[config.mk]
export PLATFORM = sky130hd
export DESIGN_NAME = xmem_arbiter
export DESIGN_NICKNAME = d
export VERILOG_FILES = /design/src/rtl/xmem_arbiter.sv
export SDC_FILE = /design/constraint.sdc
export NUM_CORES = 1
export LEC_CHECK = 0
export CAP_MARGIN = 40
export CORE_AREA = 2 2 169 171
export DETAILED_ROUTE_END_ITERATION = 7
export DIE_AREA = 0 0 171 173
export SLEW_MARGIN = 30
export SYNTH_ARGS = -nofsm -noshare
export SYNTH_HDL_FRONTEND = slang
export SYNTH_SLANG_ARGS = --single-unit
[constraint.sdc]
create_clock -name aclk -period 2.7 [get_ports aclk]
set_clock_uncertainty 0.1 [all_clocks]
set_input_delay 0.81 -clock aclk [delete_from_list [all_inputs] [get_ports aclk]]
set_output_delay 0.81 -clock aclk [all_outputs]
set_load 0.05 [all_outputs]
[src/rtl/xmem_arbiter.sv]
// xmem_arbiter: round-robin arbiter sharing one xmem slave port among
// NUM_MASTERS xmem requesters, one transaction outstanding at a time.
//
// Ports:
//   aclk, aresetn        clock (rising edge), async active-low reset
//   s_xmem_*             upstream requester side, packed per master
//                        (master i occupies slice i of each vector)
//   m_xmem_*             downstream slave side (single port)
//   busy                 a transaction is in flight (state != IDLE)
//   owner                index of the current or most recent owner
//
// Flow: IDLE picks a winner starting at rr_ptr and registers it as
// owner; ISSUE forwards the owner's request and payload until the slave
// grants; WAIT_RSP routes the response back to the owner.  rr_ptr only
// advances on a completed transaction, so an abandoned request does not
// cost anyone their turn.

module xmem_arbiter #(
    parameter int NUM_MASTERS = 4,
    parameter int XADDR_WIDTH = 32,
    parameter int XDATA_WIDTH = 32,
    parameter int IDX_WIDTH   = $clog2(NUM_MASTERS)
) (
    input  logic                               aclk,
    input  logic                               aresetn,

    input  logic [NUM_MASTERS-1:0]             s_xmem_req,
    input  logic [NUM_MASTERS*XADDR_WIDTH-1:0] s_xmem_addr,
    input  logic [NUM_MASTERS-1:0]             s_xmem_we,
    input  logic [NUM_MASTERS*XDATA_WIDTH-1:0] s_xmem_wdata,
    input  logic [NUM_MASTERS*XDATA_WIDTH/8-1:0] s_xmem_be,
    output logic [NUM_MASTERS-1:0]             s_xmem_gnt,
    output logic [NUM_MASTERS-1:0]             s_xmem_rsp_valid,
    output logic [XDATA_WIDTH-1:0]             s_xmem_rsp_rdata,
    output logic [NUM_MASTERS-1:0]             s_xmem_rsp_error,

    output logic                               m_xmem_req,
    output logic [XADDR_WIDTH-1:0]             m_xmem_addr,
    output logic                               m_xmem_we,
    output logic [XDATA_WIDTH-1:0]             m_xmem_wdata,
    output logic [XDATA_WIDTH/8-1:0]           m_xmem_be,
    input  logic                               m_xmem_gnt,
    input  logic                               m_xmem_rsp_valid,
    input  logic [XDATA_WIDTH-1:0]             m_xmem_rsp_rdata,
    input  logic                               m_xmem_rsp_error,

    output logic                               busy,
    output logic [IDX_WIDTH-1:0]               owner
);

    localparam int BE_WIDTH = XDATA_WIDTH / 8;

    typedef enum logic [1:0] {
        IDLE     = 2'd0,
        ISSUE    = 2'd1,
        WAIT_RSP = 2'd2
    } state_e;

    state_e               state_q, state_d;
    logic [IDX_WIDTH-1:0] owner_q, owner_d;
    logic [IDX_WIDTH-1:0] rr_ptr_q, rr_ptr_d;

    // ------------------------------------------------------------
    // Round-robin pick: first requesting master at or after rr_ptr.
    // ------------------------------------------------------------
    logic                 any_req;
    logic                 found;
    logic [IDX_WIDTH-1:0] pick;
    logic [IDX_WIDTH-1:0] cand;
    int                   cand_full;

    always_comb begin
        any_req   = |s_xmem_req;
        found     = 1'b0;
        pick      = rr_ptr_q;
        cand      = '0;
        cand_full = 0;
        for (int i = 0; i < NUM_MASTERS; i++) begin
            cand_full = (int'(rr_ptr_q) + i) % NUM_MASTERS;
            cand      = IDX_WIDTH'(cand_full);
            if (!found && s_xmem_req[cand]) begin
                found = 1'b1;
                pick  = cand;
            end
        end
    end

    // Priority after a completion starts just past the finished owner,
    // so a master that re-requests immediately ranks last.
    logic [IDX_WIDTH-1:0] rr_next;

    always_comb begin
        if (owner_q == IDX_WIDTH'(NUM_MASTERS - 1)) begin
            rr_next = '0;
        end else begin
            rr_next = owner_q + 1'b1;
        end
    end

    // ------------------------------------------------------------
    // Owner decode and qualified handshake terms.
    // ------------------------------------------------------------
    logic                   in_issue;
    logic                   in_wait;
    logic                   sel_req;
    logic                   issue_gnt;
    logic                   rsp_fwd;
    logic [NUM_MASTERS-1:0] own_oh;

    always_comb begin
        in_issue  = (state_q == ISSUE);
        in_wait   = (state_q == WAIT_RSP);
        sel_req   = s_xmem_req[owner_q];
        own_oh    = NUM_MASTERS'(1) << owner_q;
        // A grant only counts while the owner still asserts its request;
        // otherwise the cycle is an abandon and nothing is issued.
        issue_gnt = in_issue & sel_req & m_xmem_gnt;
        // Responses are routed only in WAIT_RSP or on a zero-latency
        // grant+response; a stray rsp_valid anywhere else is dropped.
        rsp_fwd   = (in_wait & m_xmem_rsp_valid)
                  | (issue_gnt & m_xmem_rsp_valid);
    end

    // ------------------------------------------------------------
    // Next-state logic.
    // ------------------------------------------------------------
    always_comb begin
        state_d  = state_q;
        owner_d  = owner_q;
        rr_ptr_d = rr_ptr_q;
        unique case (state_q)
            IDLE: begin
                if (any_req) begin
                    owner_d = pick;
                    state_d = ISSUE;
                end
            end
            ISSUE: begin
                if (!sel_req) begin
                    state_d = IDLE;
                end else if (m_xmem_gnt) begin
                    if (m_xmem_rsp_valid) begin
                        state_d  = IDLE;
                        rr_ptr_d = rr_next;
                    end else begin
                        state_d  = WAIT_RSP;
                    end
                end
            end
            WAIT_RSP: begin
                if (m_xmem_rsp_valid) begin
                    state_d  = IDLE;
                    rr_ptr_d = rr_next;
                end
            end
            default: begin
                state_d = IDLE;
            end
        endcase
    end

    always_ff @(posedge aclk or negedge aresetn) begin
        if (!aresetn) begin
            state_q  <= IDLE;
            owner_q  <= '0;
            rr_ptr_q <= '0;
        end else begin
            state_q  <= state_d;
            owner_q  <= owner_d;
            rr_ptr_q <= rr_ptr_d;
        end
    end

    // ------------------------------------------------------------
    // Downstream request and payload mux (zero outside ISSUE).
    // ------------------------------------------------------------
    always_comb begin
        m_xmem_req   = in_issue & sel_req;
        m_xmem_addr  = '0;
        m_xmem_we    = 1'b0;
        m_xmem_wdata = '0;
        m_xmem_be    = '0;
        if (in_issue) begin
            m_xmem_addr  = s_xmem_addr[int'(owner_q)*XADDR_WIDTH +: XADDR_WIDTH];
            m_xmem_we    = s_xmem_we[owner_q];
            m_xmem_wdata = s_xmem_wdata[int'(owner_q)*XDATA_WIDTH +: XDATA_WIDTH];
            m_xmem_be    = s_xmem_be[int'(owner_q)*BE_WIDTH +: BE_WIDTH];
        end
    end

    // ------------------------------------------------------------
    // Upstream grant/response routing to the owner only.
    // ------------------------------------------------------------
    always_comb begin
        s_xmem_gnt       = issue_gnt ? own_oh : '0;
        s_xmem_rsp_valid = rsp_fwd ? own_oh : '0;
        s_xmem_rsp_error = (rsp_fwd & m_xmem_rsp_error) ? own_oh : '0;
        s_xmem_rsp_rdata = m_xmem_rsp_rdata;
    end

    assign busy  = (state_q != IDLE);
    assign owner = owner_q;

endmodule

==> out/qor.txt <==
Cts bufs inserted = 3
Inst Count DP = 966
Placement Rows = 61
H-tree lvl count = 1
Final std cells w/o fill = 981
Port Buffer Count = 369
Iter 0 DRT Violations = 83
Share of synthesized registers carrying an async set or reset = 1.00
Critical-path cell with the highest stage delay = mux4_2
Max Slew Vio Count = 0
Relative slew margins = 0.723
Final Wtd Congestion = 0.843
Synth-to-layout area growth = 167%
Post-CTS Hold Buffers = 0
Final std cell area, no fill = 7590 um2
Run status = finished, violations left
Number of nets in the layout = 924
Data required time of the critical path = 1790 ps
Ports = 434
Fraction of layout instances using a drive strength above 1 = 0.474
Leakage power of the design = 3.39 nW
Clock latency at the later pin of the worst-skew pair = 230 ps
Worst R2R Setup Slack = 520 ps
Mapped Area = 2850 um2
Final core occ = 0.275
Average cell area after synthesis = 11.3 um2
Minimum setup slack in the final design = -330 ps
Period Utilization, post-route = 1.12
Worst EP arrival = 2120 ps
Yosys top cell by area = mux4_2
Worst Hold Path EP = state_q[0]$_DFFE_PN0P_
Area of the die = 29600 um2
Startpoint Class = input port
Final wirelength = 16700 um
Number of hold-slack violations in the final timing report = 0
Leading cell type in the layout, fill and taps excluded = dlygate4sd2_1
Capture instance of the worst register-to-register path = rr_ptr_q[1]$_DFFE_PN0P_
Nature of the critical path endpoint = output port
Vias post-DR = 3637
Clk slew on worst S/H paths = 30 ps
TritonCTS clock tree = built
Proportion of synthesized chip area in sequential cells = 0.0528
Highest fanout seen on the critical path = 5
Router iterations before antenna repair = 4
Critical Path, Cell by Cell = buf_6 -> mux4_2 -> a21oi_4 -> nor2b_4 -> and3_4 -> buf_12
Cells taking the most area after synthesis = mux4_2 (55%), and2_1 (16%), buf_4 (8.4%)
# fillers = 2997
Commonest cells after routing, fill and taps aside = dlygate4sd2_1 (236), buf_8 (78), and2_4 (73)
Worst r2r src = owner[0]$_DFFE_PN0P_
Number of synthesized flops with an enable pin = 0
Violations in the final reports = negative setup slack
Highest clock frequency the design can meet = 330 MHz
WHS Path Cells = 2
HP Start = state_q[0]$_DFFE_PN0P_
Top flip-flop cell by instance count after synthesis = dfrtp_1
Classification of the worst setup path = in2out
Number of synthesized register bits = 6
Worst setup slack after placement = -1040 ps
Average vias per placed instance = 3.71
Count of yosys warnings during synthesis = 0
Slew at the pin closest to its max-slew limit = 415 ps
Antenna violations before repair = 3
Final worst path period need = 3030 ps
Worst vdd ir = 0.769 mV
Count of final setup violators = 80
Post-Route Setup TNS = -6390 ps
Global-route wire length before repair = 23700 um
Maximum clock insertion buffer count = 2
Area taken by multi-input logic gates = 2560 um2
Footprint of the flip-flops and latches = 158 um2
Mapped Cells = 251
Average wire length per cell after detail routing = 17.0 um
Antenna-violating nets left = 0
Distinct cells, synth = 24
Residual overflow from global routing = 0
Hpwl dp = 14000 um
Max-cap check violation count = 0
Total DRC errors in the routed layout = 0
Number of sinks on the clock net = 6
Maximum number of pins on one net before global-route repair = 37
Initial Util = 0.103
Worst hold-check path type = reg2reg
Aggregate global-route resource usage = 0.105
Die outline height = 173 um
Via count of the first global-routing pass = 3983
Yosys top cell area share = 0.554
Biggest cell delay along the critical path = 520 ps
Root buffer cell = clkbuf_16
Die extent in x = 171 um
Number of nets in the synthesized netlist = 572
Cells on worst reg2reg path = 6
RSZ-0062 raised after global routing = true
Area of the core region = 27600 um2
Power Density = 1170 nW/um2
Post-place instance area = 6870 um2
[synth_stat cells (all sizes together), types with 2 or more instances]
cell type / count
clkbuf: 15
mux4: 70
o22ai: 4
nor2b: 5
inv: 6
and3: 8
ha: 4
nor2: 6
and2: 73
mux2: 3
buf: 41
o21ai: 2
dfrtp: 6
[layout make-up]
type,count,share of cell area
multi-input cells,184,0.337
inverters,6,0.00297
well taps,378,0.0623
repair buffers,402,0.566
flip-flops and latches,6,0.0208
clock buffers,3,0.00989
diodes,2,0.000659
[worst max-delay path: cells and delay by family]
family | cells | cell delay, ps
buffers and inverters | 2 | 230
and+or+nand+nor | 2 | 300
AOI/OAI and AO/OA | 1 | 260
muxes | 1 | 520
[cell families (layout without fill, tap and decap cells)]
family / count (synthesis) / after routing / share of synthesized area
AO/OA/AOI/OAI: 9 / 9 / 0.0211
AND/OR/NAND/NOR: 97 / 98 / 0.208
multiplexers: 73 / 73 / 0.569
other: 0 / 2 / 0
flip-flops: 6 / 6 / 0.0528
buffers and inverters: 62 / 411 / 0.132
adder cells (fa/ha/maj): 4 / 4 / 0.0176
[state kept, by name (all words and copies together), names as in the netlist]
register	cells
owner	2
rr_ptr_q	2
state_q	2
[per-layer routing]
metal / track usage / up-vias / share of wire
li1: - / 1641 / -
met1: 0.117 / 1783 / 0.37
met2: 0.202 / 187 / 0.54
met3: 0.0204 / 24 / 0.074
met4: 0.0219 / 2 / 0.014
met5: 0 / - / 0.00078
[timing repair]
item | in CTS | in global routing
pin swaps | 19 | 4
setup buffers | 9 | 2
gates cloned | 3 | 0
endpoints found under the setup margin | 84 | 82
endpoints found under the hold margin | 0 | 0
gates resized for setup | 579 | 5
[through the flow]
step,total power [W],hold slack (ps)
floorplan,0.00478,414
global placement,0.00689,504
detailed placement,0.00689,509
CTS,0.00904,523
global route,0.00930,561
finish,0.00886,517
[how the worst max path moves through the flow]
stage                        startpoint             endpoint  slack [ps]  cells after the start
after floorplan           s_xmem_req[3]  s_xmem_rsp_error[0]         -90                      5
after global placement    s_xmem_req[0]  s_xmem_rsp_error[2]       -1010                      6
after detailed placement  s_xmem_req[0]  s_xmem_rsp_error[2]       -1040                      6
after CTS                 s_xmem_req[3]  s_xmem_rsp_error[1]        -380                      6
after global routing      s_xmem_req[3]  s_xmem_rsp_error[1]        -360                      6
final                     s_xmem_req[3]  s_xmem_rsp_error[1]        -330                      6
[power breakdown]
group          leakage (nW)  switching (W)  total [W]  internal, W
combinational          3.28        0.00419    0.00841      0.00422
sequential           0.0710      0.0000690   0.000212     0.000143
clock                0.0370      0.0000500   0.000240     0.000190
total                  3.39        0.00431    0.00886      0.00455
Note: power is estimated with default switching activity, not from simulation.
